$ cat src/rtl/sha256_pkg.sv
// Shared SHA-256 constants and the digest serializer state encoding.
package sha256_pkg;

  localparam int SHA256_DIGEST_WIDTH = 256;
  localparam int SHA256_WORD_WIDTH   = 32;
  localparam int SHA256_DIGEST_WORDS = SHA256_DIGEST_WIDTH / SHA256_WORD_WIDTH;

  typedef enum logic {
    eIdle = 1'b0,
    eSend = 1'b1
  } ser_state_e;

endpackage

$ cat src/rtl/sha256_digest_serializer.sv
// Captures a 256-bit digest from the core and streams it as eight 32-bit beats.
// Optional SHA256_SER_BYTE_SWAP_EN byte-reverses each output word.
module sha256_digest_serializer
  import sha256_pkg::*;
#(
  parameter int DIGEST_WIDTH = SHA256_DIGEST_WIDTH,
  parameter int WORD_WIDTH   = SHA256_WORD_WIDTH,
  parameter int LSW_FIRST    = 1
) (
  input  logic                    clk_i,
  input  logic                    reset_i,
  input  logic                    en_i,
  input  logic                    v_i,
  input  logic [DIGEST_WIDTH-1:0] digest_i,
  output logic                    yumi_o,
  output logic                    v_o,
  output logic [WORD_WIDTH-1:0]   data_o,
  input  logic                    yumi_i
);

  // Handshakes (both sides): a transfer happens in a cycle where valid and yumi
  // are both high; valid and data stay stable until that cycle.
  localparam int BEATS = DIGEST_WIDTH / WORD_WIDTH;
  localparam int CW    = $clog2(BEATS);
  localparam logic [CW-1:0] LAST = CW'(BEATS - 1);

  ser_state_e              r_state;
  logic [CW-1:0]           r_cnt;
  logic [DIGEST_WIDTH-1:0] r_buf;

  logic                    w_last_take;
  logic                    w_accept;
  logic [CW-1:0]           w_idx;
  logic [WORD_WIDTH-1:0]   w_word;
  logic [WORD_WIDTH-1:0]   w_out;

  // A new digest is taken only when idle or while the final beat leaves.
  assign w_last_take = (r_state == eSend) && (r_cnt == LAST) && yumi_i;
  assign w_accept    = v_i && en_i && ((r_state == eIdle) || w_last_take);
  assign yumi_o      = w_accept;

  assign w_idx  = (LSW_FIRST != 0) ? r_cnt : (LAST - r_cnt);
  assign w_word = r_buf[int'(w_idx) * WORD_WIDTH +: WORD_WIDTH];

  always_comb begin
    w_out = w_word;
`ifdef SHA256_SER_BYTE_SWAP_EN
    for (int i = 0; i < WORD_WIDTH / 8; i++) begin
      w_out[i*8 +: 8] = w_word[WORD_WIDTH - 8 - i*8 +: 8];
    end
`endif
  end

  assign v_o    = (r_state == eSend);
  assign data_o = (r_state == eSend) ? w_out : '0;

  always_ff @(posedge clk_i) begin
    if (!reset_i) begin
      r_state <= eIdle;
      r_cnt   <= '0;
      r_buf   <= '0;
    end else begin
      case (r_state)
        eIdle: begin
          if (w_accept) begin
            r_buf   <= digest_i;
            r_cnt   <= '0;
            r_state <= eSend;
          end
        end
        eSend: begin
          if (yumi_i) begin
            if (r_cnt == LAST) begin
              r_cnt <= '0;
              if (w_accept) begin
                r_buf <= digest_i;
              end else begin
                r_state <= eIdle;
              end
            end else begin
              r_cnt <= r_cnt + 1'b1;
            end
          end
        end
        default: begin
          r_state <= eIdle;
          r_cnt   <= '0;
        end
      endcase
    end
  end

endmodule

$ cat config.mk
export PLATFORM = sky130hd
export DESIGN_NAME = sha256_digest_serializer
export DESIGN_NICKNAME = d
export VERILOG_FILES = /design/src/rtl/sha256_pkg.sv /design/src/rtl/sha256_digest_serializer.sv
export SDC_FILE = /design/constraint.sdc
export NUM_CORES = 1
export LEC_CHECK = 0
export BUFFER_PORTS_ARGS = -buffer_cell sky130_fd_sc_hd__buf_2
export CAP_MARGIN = 0
export CORE_MARGIN = 2
export CORE_UTILIZATION = 47
export CTS_CLUSTER_SIZE = 25
export DETAILED_ROUTE_END_ITERATION = 16
export GPL_TIMING_DRIVEN = 0
export PLACE_DENSITY_LB_ADDON = 0.1
export RECOVER_POWER = 50
export SYNTH_ARGS = -nofsm -noshare
export SYNTH_HDL_FRONTEND = slang
export SYNTH_SLANG_ARGS = --single-unit
$ cat constraint.sdc
create_clock -name clk_i -period 4.7 [get_ports clk_i]
set_input_delay 0.47 -clock clk_i [delete_from_list [all_inputs] [get_ports clk_i]]
set_output_delay 0.47 -clock clk_i [all_outputs]
set_load 0.02 [all_outputs]
==> results of run 1 <==
layout by cell type (no fill, tap or decap):
cell type,synthesis,final
buf_6,5,5
a21bo_2,1,1
ha_1,2,2
clkinv_2,0,2
and2_1,2,2
clkbuf_16,0,28
a21boi_0,32,120
nor2_1,1,1
o21ai_0,256,256
o211ai_1,3,3
mux4_2,31,31
nor2b_1,1,1
bufinv_16,0,4
buf_4,10,5
buf_2,69,355
buf_1,11,11
or3_1,1,1
nand2_1,1,1
nand2_2,1,1
o211a_1,32,32
mux2i_1,64,64
nand3_1,258,258
clkbuf_8,0,11
clkinv_8,0,1
clkbuf_1,79,95
clkinv_4,0,1
mux4_1,1,1
a21boi_1,228,141
dfxtp_1,260,260
a22oi_1,32,32
critical path: cells and delay by family, from the launching register on:
kind            cells  cell delay [ns]
buf+inv             4             1.24
mux                 1             0.27
compound gates      2             0.56
flops               1             0.35
cells by family (layout without fill, tap and decap cells):
logic type	Yosys count	in the layout
mux	96	96
buf+inv	174	518
flops	260	260
fa+ha+maj	2	2
compound gates	585	585
simple gates	265	265
final cells by class:
| class | count | area, um2 |
|---|---|---|
| clock buffer | 43 | 867 |
| buffer | 174 | 788 |
| tap | 335 | 419 |
| sequential | 260 | 5200 |
| clock inverter | 8 | 155 |
| fill | 2441 | 10700 |
| timing repair buffer | 293 | 1470 |
| multi-input combinational | 948 | 6550 |
power by group through the flow:
stage / clock network [mW] / registers (mW) / logic, mW
3_3_place_gp: 0 / 2.40 / 0.646
4_1_cts: 2.43 / 2.36 / 0.657
6_report: 2.42 / 2.36 / 0.653
3_5_place_dp: 0 / 2.41 / 0.653
2_1_floorplan: 0 / 2.39 / 0.373
5_1_grt: 2.52 / 2.37 / 0.708
state kept, by name, indices dropped and copies added, names as in the netlist:
register  flops
r_cnt         3
r_buf       256
v_o           1
metrics by stage:
step	total power, mW	std cells	hold slack, ns
floorplan	2.76	1382	0.447
CTS	5.44	2061	0.145
global placement	3.05	2010	0.458
detailed placement	3.06	2010	0.462
global route	5.60	2061	0.151
finish	5.44	2061	0.150
how the worst max path moves through the flow:
stage                   from         end  slack [ns]  cells after the start
floorplan           r_cnt[0]  data_o[10]        2.81                      4
global placement    r_cnt[1]  data_o[11]        2.23                      5
detailed placement  r_cnt[1]  data_o[11]        2.23                      5
CTS                 r_cnt[1]  data_o[11]        1.62                      5
global route        r_cnt[1]  data_o[24]        1.18                      7
finish              r_cnt[1]  data_o[25]        1.25                      7
layer usage:
layer	up-vias	wire length (um)	part of all wire (%)	global-route usage, %
met4	0	1990	4.4	13.0
met1	5836	19000	42	41.1
li1	5753	-	-	-
met5	-	0	0	0
met3	89	3300	7.2	4.54
met2	520	21300	47	52.2
==> impl_metrics.toml, run 1 <==
[power]
power.density_nw_per_um2 = 352
p_sw_share_pct = 25.5
p_seq_share_pct = 43.5
p_int_mw = 4.05
p_leak_nw = 6.14
ir_drop_mv = 0.273
power_frac_comb_pct = 12.0
net-switching-power_mw = 1.38
clkPwrFrac_pct = 44.5

[sta]
setup_viol = 0
maxClockFrequency_mhz = 290
setup_slack_ns = 1.25
tightest_slew_ns = 0.969
slew_headroom_pct = 35.4
skew_ns = 0.0180
rsz0062_at_grt = "false"
period_needed_ns = 3.45
fin_setup_tns_ns = 0
maxSlewViolCount = 0
finalHoldViolCount = 0
fin_crit_sh_pct = 73.4

[cts]
numCtsBuffers = 28
postCtsSetupBuffers = 0
cts_root_buf = "clkbuf_16"
cts_tree = "done"
clkSlewWorstSetupHoldPaths_ns = 0.06
clock_latency_ns = 0.56
clkSinkCount = 260
htree_num_levels = 1
clockBufferDepth = 3
postCtsHoldBufs = 0
cts_resized = 0

[synthesis]
synth-xor-area-share_pct = 0
syn_nets = 1645
yosysSeqAreaShare_pct = 41.4
synthArstFlopShare_pct = 0
synth.top_cells.by_area = "dfxtp_1 41%, a21boi_1 14%, nand3_1 10%"
synthMostInstantiatedCell = "dfxtp_1"
yosysWarnings = 0
synth-edff-count = 0
synthesis.area_um2 = 12600
synth_compound_area_share_pct = 30.5
synth_flop_cell = "dfxtp_1"
synthSimpleGateAreaFrac_pct = 10.6
ys_types = 25
yosysTopAreaCellShare_pct = 41.4
synth_top_family_by_area = "compound AO/OA/AOI/OAI gates"
synth.avg_cell_area_um2 = 9.10
synthTopCellsByCount = "260 x dfxtp_1, 258 x nand3_1, 256 x o21ai_0"
netlist_instances = 1382
synth_fa_ha_area_share_pct = 0.199
yosysTopAreaCell = "dfxtp_1"
synth.ff_latch_count = 260
synthMuxAreaShare_pct = 10.9

[floorplanning]
row_count = 59
fp.dieH_um = 168
initial_core_util_pct = 48.1
fp.dieW_um = 168
dieArea_um2 = 28100
ios = 295
core_um2 = 26100

[grt]
antenna_found_initial = 0
grt_pass1_wl_um = 67900
grt_use_total_pct = 31.4
grt_pass1_vias = 11792
grt_max_degree = 15
overflow = 0

[final_layout]
final_cell_area_um2 = 15500
layout.nets = 1968
post-route-util_pct = 59.1
diodes = 0
drive_gt1_share_pct = 25.8
syn2layout_area_growth_pct = 22.9

[route]
wire_per_inst_um = 22.1
first_pass_iters = 6
ant_nets = 0
dr.first_iter.drc_count = 1105
route.vias.total = 12198
vias_per_cell = 5.92
drc = 0
wl_um = 45600

[setup_path]
reg2regPathDepth = 7
crit_chain = "buf_2, buf_6, clkbuf_1, mux2i_1, a22oi_1, o211a_1, buf_2"
crit_required_ns = 4.23
crit_type = "reg -> out"
crit_path_end_kind = "output pin"
slowest_delay_ns = 0.64
r2r-start = "r_cnt[0]"
worst-path-max-fanout = 10
worst_setup_path_start_kind = "flip-flop"
slowest_stage = "clkbuf_1"
arrival_ns = 2.98
rrSetupSlack_ns = 1.84
crit_top_cell = "buf_2"
worstReg2RegEnd = "r_buf[151]"

[min_path]
min_from = "digest_i[73]"
worstHoldPathCells = 3
min_to = "r_buf[73]"
hp-class = "in -> reg"

[placed_design]
placed_cell_area_um2 = 14500
pre_cts_slack_ns = 2.23
portBuffers = 293
gp_congestion = 0.889
dp_hpwl_um = 34700

[flow_run]
drv_cap = 0

[outcome]
outcome = "finished clean"
(Power assumes the default switching activity.)
==> inputs of run 2 (changes only) <==
==> constraint.sdc (replaced) <==
create_clock -name clk_i -period 3.6 [get_ports clk_i]
set_input_delay 0.36 -clock clk_i [delete_from_list [all_inputs] [get_ports clk_i]]
set_output_delay 0.36 -clock clk_i [all_outputs]
set_load 0.02 [all_outputs]
==> impl_metrics.toml, run 2 (synthesis results as in run 1) <==
[outcome]
outcome = "finished clean"

[min_path]
hp-class = "in -> reg"

[placed_design]
portBuffers = 293
gp_congestion = 0.889
pre_cts_slack_ns = 1.24
dp_hpwl_um = 34700

[cts]
clkSlewWorstSetupHoldPaths_ns = 0.06
clkSinkCount = 260
postCtsHoldBufs = 0
cts_tree = "done"
htree_num_levels = 1
postCtsSetupBuffers = 0
clockBufferDepth = 3
cts_resized = 0
clock_latency_ns = 0.56
numCtsBuffers = 28
cts_root_buf = "clkbuf_16"

[setup_path]
crit_type = "reg -> out"
slowest_stage = "clkbuf_1"
arrival_ns = 2.62
crit_path_end_kind = "output pin"
worst_setup_path_start_kind = "flip-flop"
crit_chain = "buf_2, clkbuf_1, mux4_2, o211a_1, buf_2"
crit_required_ns = 3.24
crit_top_cell = "buf_2"
worst-path-max-fanout = 10
slowest_delay_ns = 0.56

[sta]
slew_headroom_pct = 34.8
finalHoldViolCount = 0
skew_ns = 0.0182
setup_slack_ns = 0.620
period_needed_ns = 2.98
tightest_slew_ns = 0.978
setup_viol = 0
rsz0062_at_grt = "false"
maxSlewViolCount = 0
fin_setup_tns_ns = 0
fin_crit_sh_pct = 82.8
maxClockFrequency_mhz = 336

[power]
power.density_nw_per_um2 = 459
finalPower_mw = 7.10
p_leak_nw = 6.15
ir_drop_mv = 0.356

[final_layout]
drive_gt1_share_pct = 25.8
largest_reg_flops = 256
layout.nets = 1968
final_common_cell = "buf_2"
final_cell_mix = "355 x buf_2, 260 x dfxtp_1, 258 x nand3_1, 256 x o21ai_0, 141 x a21boi_1"
top_register = "r_buf"
syn2layout_area_growth_pct = 22.9
diodes = 0

[route]
first_pass_iters = 5
ant_nets = 0
route.vias.total = 12173
maxUsedRoutingLayer = "met4"
drc = 0
dr.first_iter.drc_count = 1115
wl_met1_um = 19100
vias_per_cell = 5.91
wire_per_inst_um = 22.2
wl_um = 45700
wl_met2_um = 21300
dr_wl_met3_um = 3210

[flow_run]
drv_cap = 0

[floorplanning]
core_um2 = 26100
row_count = 59
initial_core_util_pct = 48.1
fp.dieH_um = 168
dieArea_um2 = 28100
fp.dieW_um = 168
ios = 295

[grt]
grt_max_degree = 15
grt_pass1_wl_um = 67900
grt_use_total_pct = 31.4
antenna_found_initial = 0
grt_pass1_vias = 11792
overflow = 0
run 2: critical path, delay by kind of cell, from the launching register on:
kind                   cells  cell delay [ns]
AO/OA/AOI/OAI              1             0.28
buffers and inverters      3             0.94
flip-flops                 1             0.35
multiplexers               1             0.48
run 2: layout make-up:
| class | instances | area (um2) |
|---|---|---|
| sequential | 260 | 5200 |
| clock buffer | 43 | 867 |
| multi-input combinational | 948 | 6550 |
| tap | 335 | 419 |
| buffer | 174 | 792 |
| fill | 2441 | 10700 |
| timing repair buffer | 293 | 1470 |
| clock inverter | 8 | 155 |
run 2: power breakdown:
part | internal, mW | total (mW) | switching [mW]
combinational | 0.338 | 0.853 | 0.514
sequential | 3.01 | 3.09 | 0.0733
clock | 1.94 | 3.16 | 1.22
run 2: final timing paths:
kind / slack [ns] / start / cells past startpoint / to
worst max register to register: 0.78 / r_cnt[0] / 7 / r_buf[151]
worst max-delay path: 0.62 / r_cnt[1] / 5 / data_o[14]
worst min-delay path: 0.04 / digest_i[73] / 3 / r_buf[73]
worst min register to register: 0.47 / r_buf[227] / 2 / r_buf[227]
run 2: layer usage:
metal / up-vias / GRT usage (%)
li1: 5757 / -
met1: 5825 / 41.1
met2: 504 / 52.2
met3: 87 / 4.54
met4: 0 / 13.0
met5: - / 0
run 2: through the flow:
step / area [um2] / cells / hold WS [ns] / utilization, %
finish: 15500 / 2061 / 0.0392 / 59.1
global route: 15500 / 2061 / 0.0406 / 59.1
CTS: 15500 / 2061 / 0.0350 / 59.3
detailed placement: 14500 / 2010 / 0.462 / 55.3
global placement: 14500 / 2010 / 0.458 / 55.3
floorplan: 12600 / 1382 / 0.447 / -
==> inputs of run 3 (changes only) <==
--- a/config.mk
+++ b/config.mk
@@ -5,6 +5,7 @@
 export SDC_FILE = /design/constraint.sdc
 export NUM_CORES = 1
 export LEC_CHECK = 0
+export ABC_AREA = 1
 export BUFFER_PORTS_ARGS = -buffer_cell sky130_fd_sc_hd__buf_2
 export CAP_MARGIN = 0
 export CORE_MARGIN = 2
==> constraint.sdc (replaced) <==
create_clock -name clk_i -period 3 [get_ports clk_i]
set_input_delay 0.3 -clock clk_i [delete_from_list [all_inputs] [get_ports clk_i]]
set_output_delay 0.3 -clock clk_i [all_outputs]
set_load 0.02 [all_outputs]
==> impl_metrics.toml, run 3 <==
[power]
ir_drop_mv = 0.358
finalPower_mw = 8.73
power.density_nw_per_um2 = 514
p_leak_nw = 7.87

[setup_path]
slowest_delay_ns = 0.41
worst-path-max-fanout = 10
crit_path_end_kind = "output pin"
crit_chain = "buf_2, clkbuf_1, nand2_1, nand3_1, nand2_1, nor2_1, nor2_1, buf_2"
slowest_stage = "clkbuf_1"
crit_required_ns = 2.70
worst_setup_path_start_kind = "flip-flop"
arrival_ns = 2.61
crit_type = "reg -> out"

[final_layout]
largest_reg_flops = 256
final_cell_mix = "359 x buf_2, 325 x nand2_1, 321 x nor2_1, 260 x dfxtp_1, 259 x inv_1"
top_register = "r_buf"
syn2layout_area_growth_pct = 33.0
drive_gt1_share_pct = 16.3
layout.nets = 2742
final_common_cell = "buf_2"
diodes = 0
post-route-util_pct = 63.3

[cts]
clockBufferDepth = 3
cts_tree = "done"
numCtsBuffers = 28
htree_num_levels = 1
postCtsSetupBuffers = 0
clkSinkCount = 260
cts_root_buf = "clkbuf_16"
clkSlewWorstSetupHoldPaths_ns = 0.06
clock_latency_ns = 0.54

[sta]
setup_viol = 0
maxSlewViolCount = 0
rsz0062_at_grt = "false"
fin_setup_tns_ns = 0
finalHoldViolCount = 0
setup_slack_ns = 0.0899
skew_ns = 0.00581
slew_headroom_pct = 33.7
period_needed_ns = 2.91
tightest_slew_ns = 0.995
maxClockFrequency_mhz = 344
fin_crit_sh_pct = 97.0

[synthesis]
synth_flop_cell = "dfxtp_1"
netlist_instances = 2016
synth-edff-count = 0
synthArstFlopShare_pct = 0
synth.top_cells.by_area = "dfxtp_1 41%, nor3_1 10%, nand2_1 9.6%"
synthTopCellsByCount = "325 x nand2_1, 321 x nor2_1, 260 x dfxtp_1, 260 x inv_1, 256 x nor3_1"
yosysTopAreaCell = "dfxtp_1"
yosysSeqAreaShare_pct = 40.8
synth.ff_latch_count = 260
synthMostInstantiatedCell = "nand2_1"
ys_types = 16
yosysWarnings = 0
yosysTopAreaCellShare_pct = 40.8
synth.avg_cell_area_um2 = 6.33
synthesis.area_um2 = 12800
syn_nets = 2279

[floorplanning]
fp.dieH_um = 169
ios = 295
fp.dieW_um = 169
row_count = 60
initial_core_util_pct = 47.6
dieArea_um2 = 28500
core_um2 = 26800

[route]
route.vias.total = 14521
dr.first_iter.drc_count = 1212
drc = 0
wl_met2_um = 19400
wl_met1_um = 21100
wire_per_inst_um = 16.0
first_pass_iters = 5
vias_per_cell = 5.11
maxUsedRoutingLayer = "met5"
wl_um = 45500
ant_nets = 0
dr_wl_met3_um = 3310

[grt]
grt_pass1_vias = 13230
grt_max_degree = 14
overflow = 0
grt_use_total_pct = 30.8
antenna_found_initial = 1
grt_pass1_wl_um = 68800

[placed_design]
gp_congestion = 0.928
portBuffers = 293
dp_hpwl_um = 33100
pre_cts_slack_ns = 0.495

[min_path]
hp-class = "in -> reg"

[flow_run]
drv_cap = 0

[outcome]
outcome = "finished clean"
==> run 3: cell count changes after synthesis, moves of 32 or more <==
cell / change
a21boi_0: -32
a21boi_1: -228
a22oi_1: -32
inv_1: +260
mux2i_1: -64
nand2_1: +324
nand3_1: -95
nor2_1: +320
nor3_1: +256
o211a_1: -32
o21ai_0: -49
o21ai_1: +50
==> run 3: critical path, delay by kind of cell, from the launching register on <==
family / cells / cell delay (ns)
and+or+nand+nor: 5 / 0.71
DFF: 1 / 0.40
buffers and inverters: 3 / 0.96
==> run 3: logic make-up (layout without fill, tap and decap cells) <==
| family | count (synthesis) | in the layout | synth area share (%) |
|---|---|---|---|
| AOI/OAI and AO/OA | 262 | 262 | 10.4 |
| adders and majority gates | 2 | 2 | 0.196 |
| buffers and inverters | 426 | 908 | 13.2 |
| DFF | 260 | 260 | 40.8 |
| and+or+nand+nor | 1066 | 1066 | 35.5 |
==> run 3: repair_timing <==
| action | 4_1_cts | 5_1_grt |
|---|---|---|
| pin swaps | 0 | 0 |
| hold buffers | 141 | 0 |
| setup endpoints to repair | 7 | 1 |
| resized for setup | 0 | 2 |
| endpoints found under the hold margin | 141 | 0 |
==> run 3: metal layers <==
metal	up-vias	track usage (%)
li1	7310	-
met1	6526	43.7
met2	592	47.9
met3	91	4.49
met4	2	10.5
met5	-	0.174
==> run 3: stage by stage <==
stage          hold WS [ns]  cell area [um2]  cells
6_report            0.00399            17000   2839
5_1_grt             0.00227            17000   2839
3_3_place_gp          0.480            14700   2650
2_1_floorplan         0.442            12800   2016
4_1_cts           0.0000603            17000   2839
3_5_place_dp          0.482            14700   2650
==> run 3: report_power, final <==
part / leakage [nW] / total (mW) / internal, mW / switching, mW
Sequential: 2.14 / 3.82 / 3.70 / 0.124
Combinational: 5.28 / 1.49 / 0.594 / 0.897
Clock: 0.450 / 3.42 / 2.01 / 1.41
==> run 3: worst paths after layout <==
| path | cells after the start | start | slack (ns) | endpoint |
|---|---|---|---|---|
| hold reg to reg | 2 | r_buf[12] | 0.50 | r_buf[12] |
| hold / removal | 3 | digest_i[182] | 0.004 | r_buf[182] |
| setup / recovery | 8 | r_cnt[0] | 0.09 | data_o[12] |
| setup reg to reg | 8 | r_cnt[1] | 0.81 | r_buf[154] |
==> run 3: final cells by class <==
| class | count | area, um2 |
|---|---|---|
| clock buffers | 43 | 848 |
| fillers | 2562 | 9830 |
| well taps | 341 | 427 |
| flip-flops and latches | 260 | 5200 |
| clock inverters | 6 | 55.1 |
| plain buffers | 163 | 697 |
| repair buffers | 434 | 2880 |
| multi-input cells | 1330 | 5880 |
| inverters | 262 | 987 |
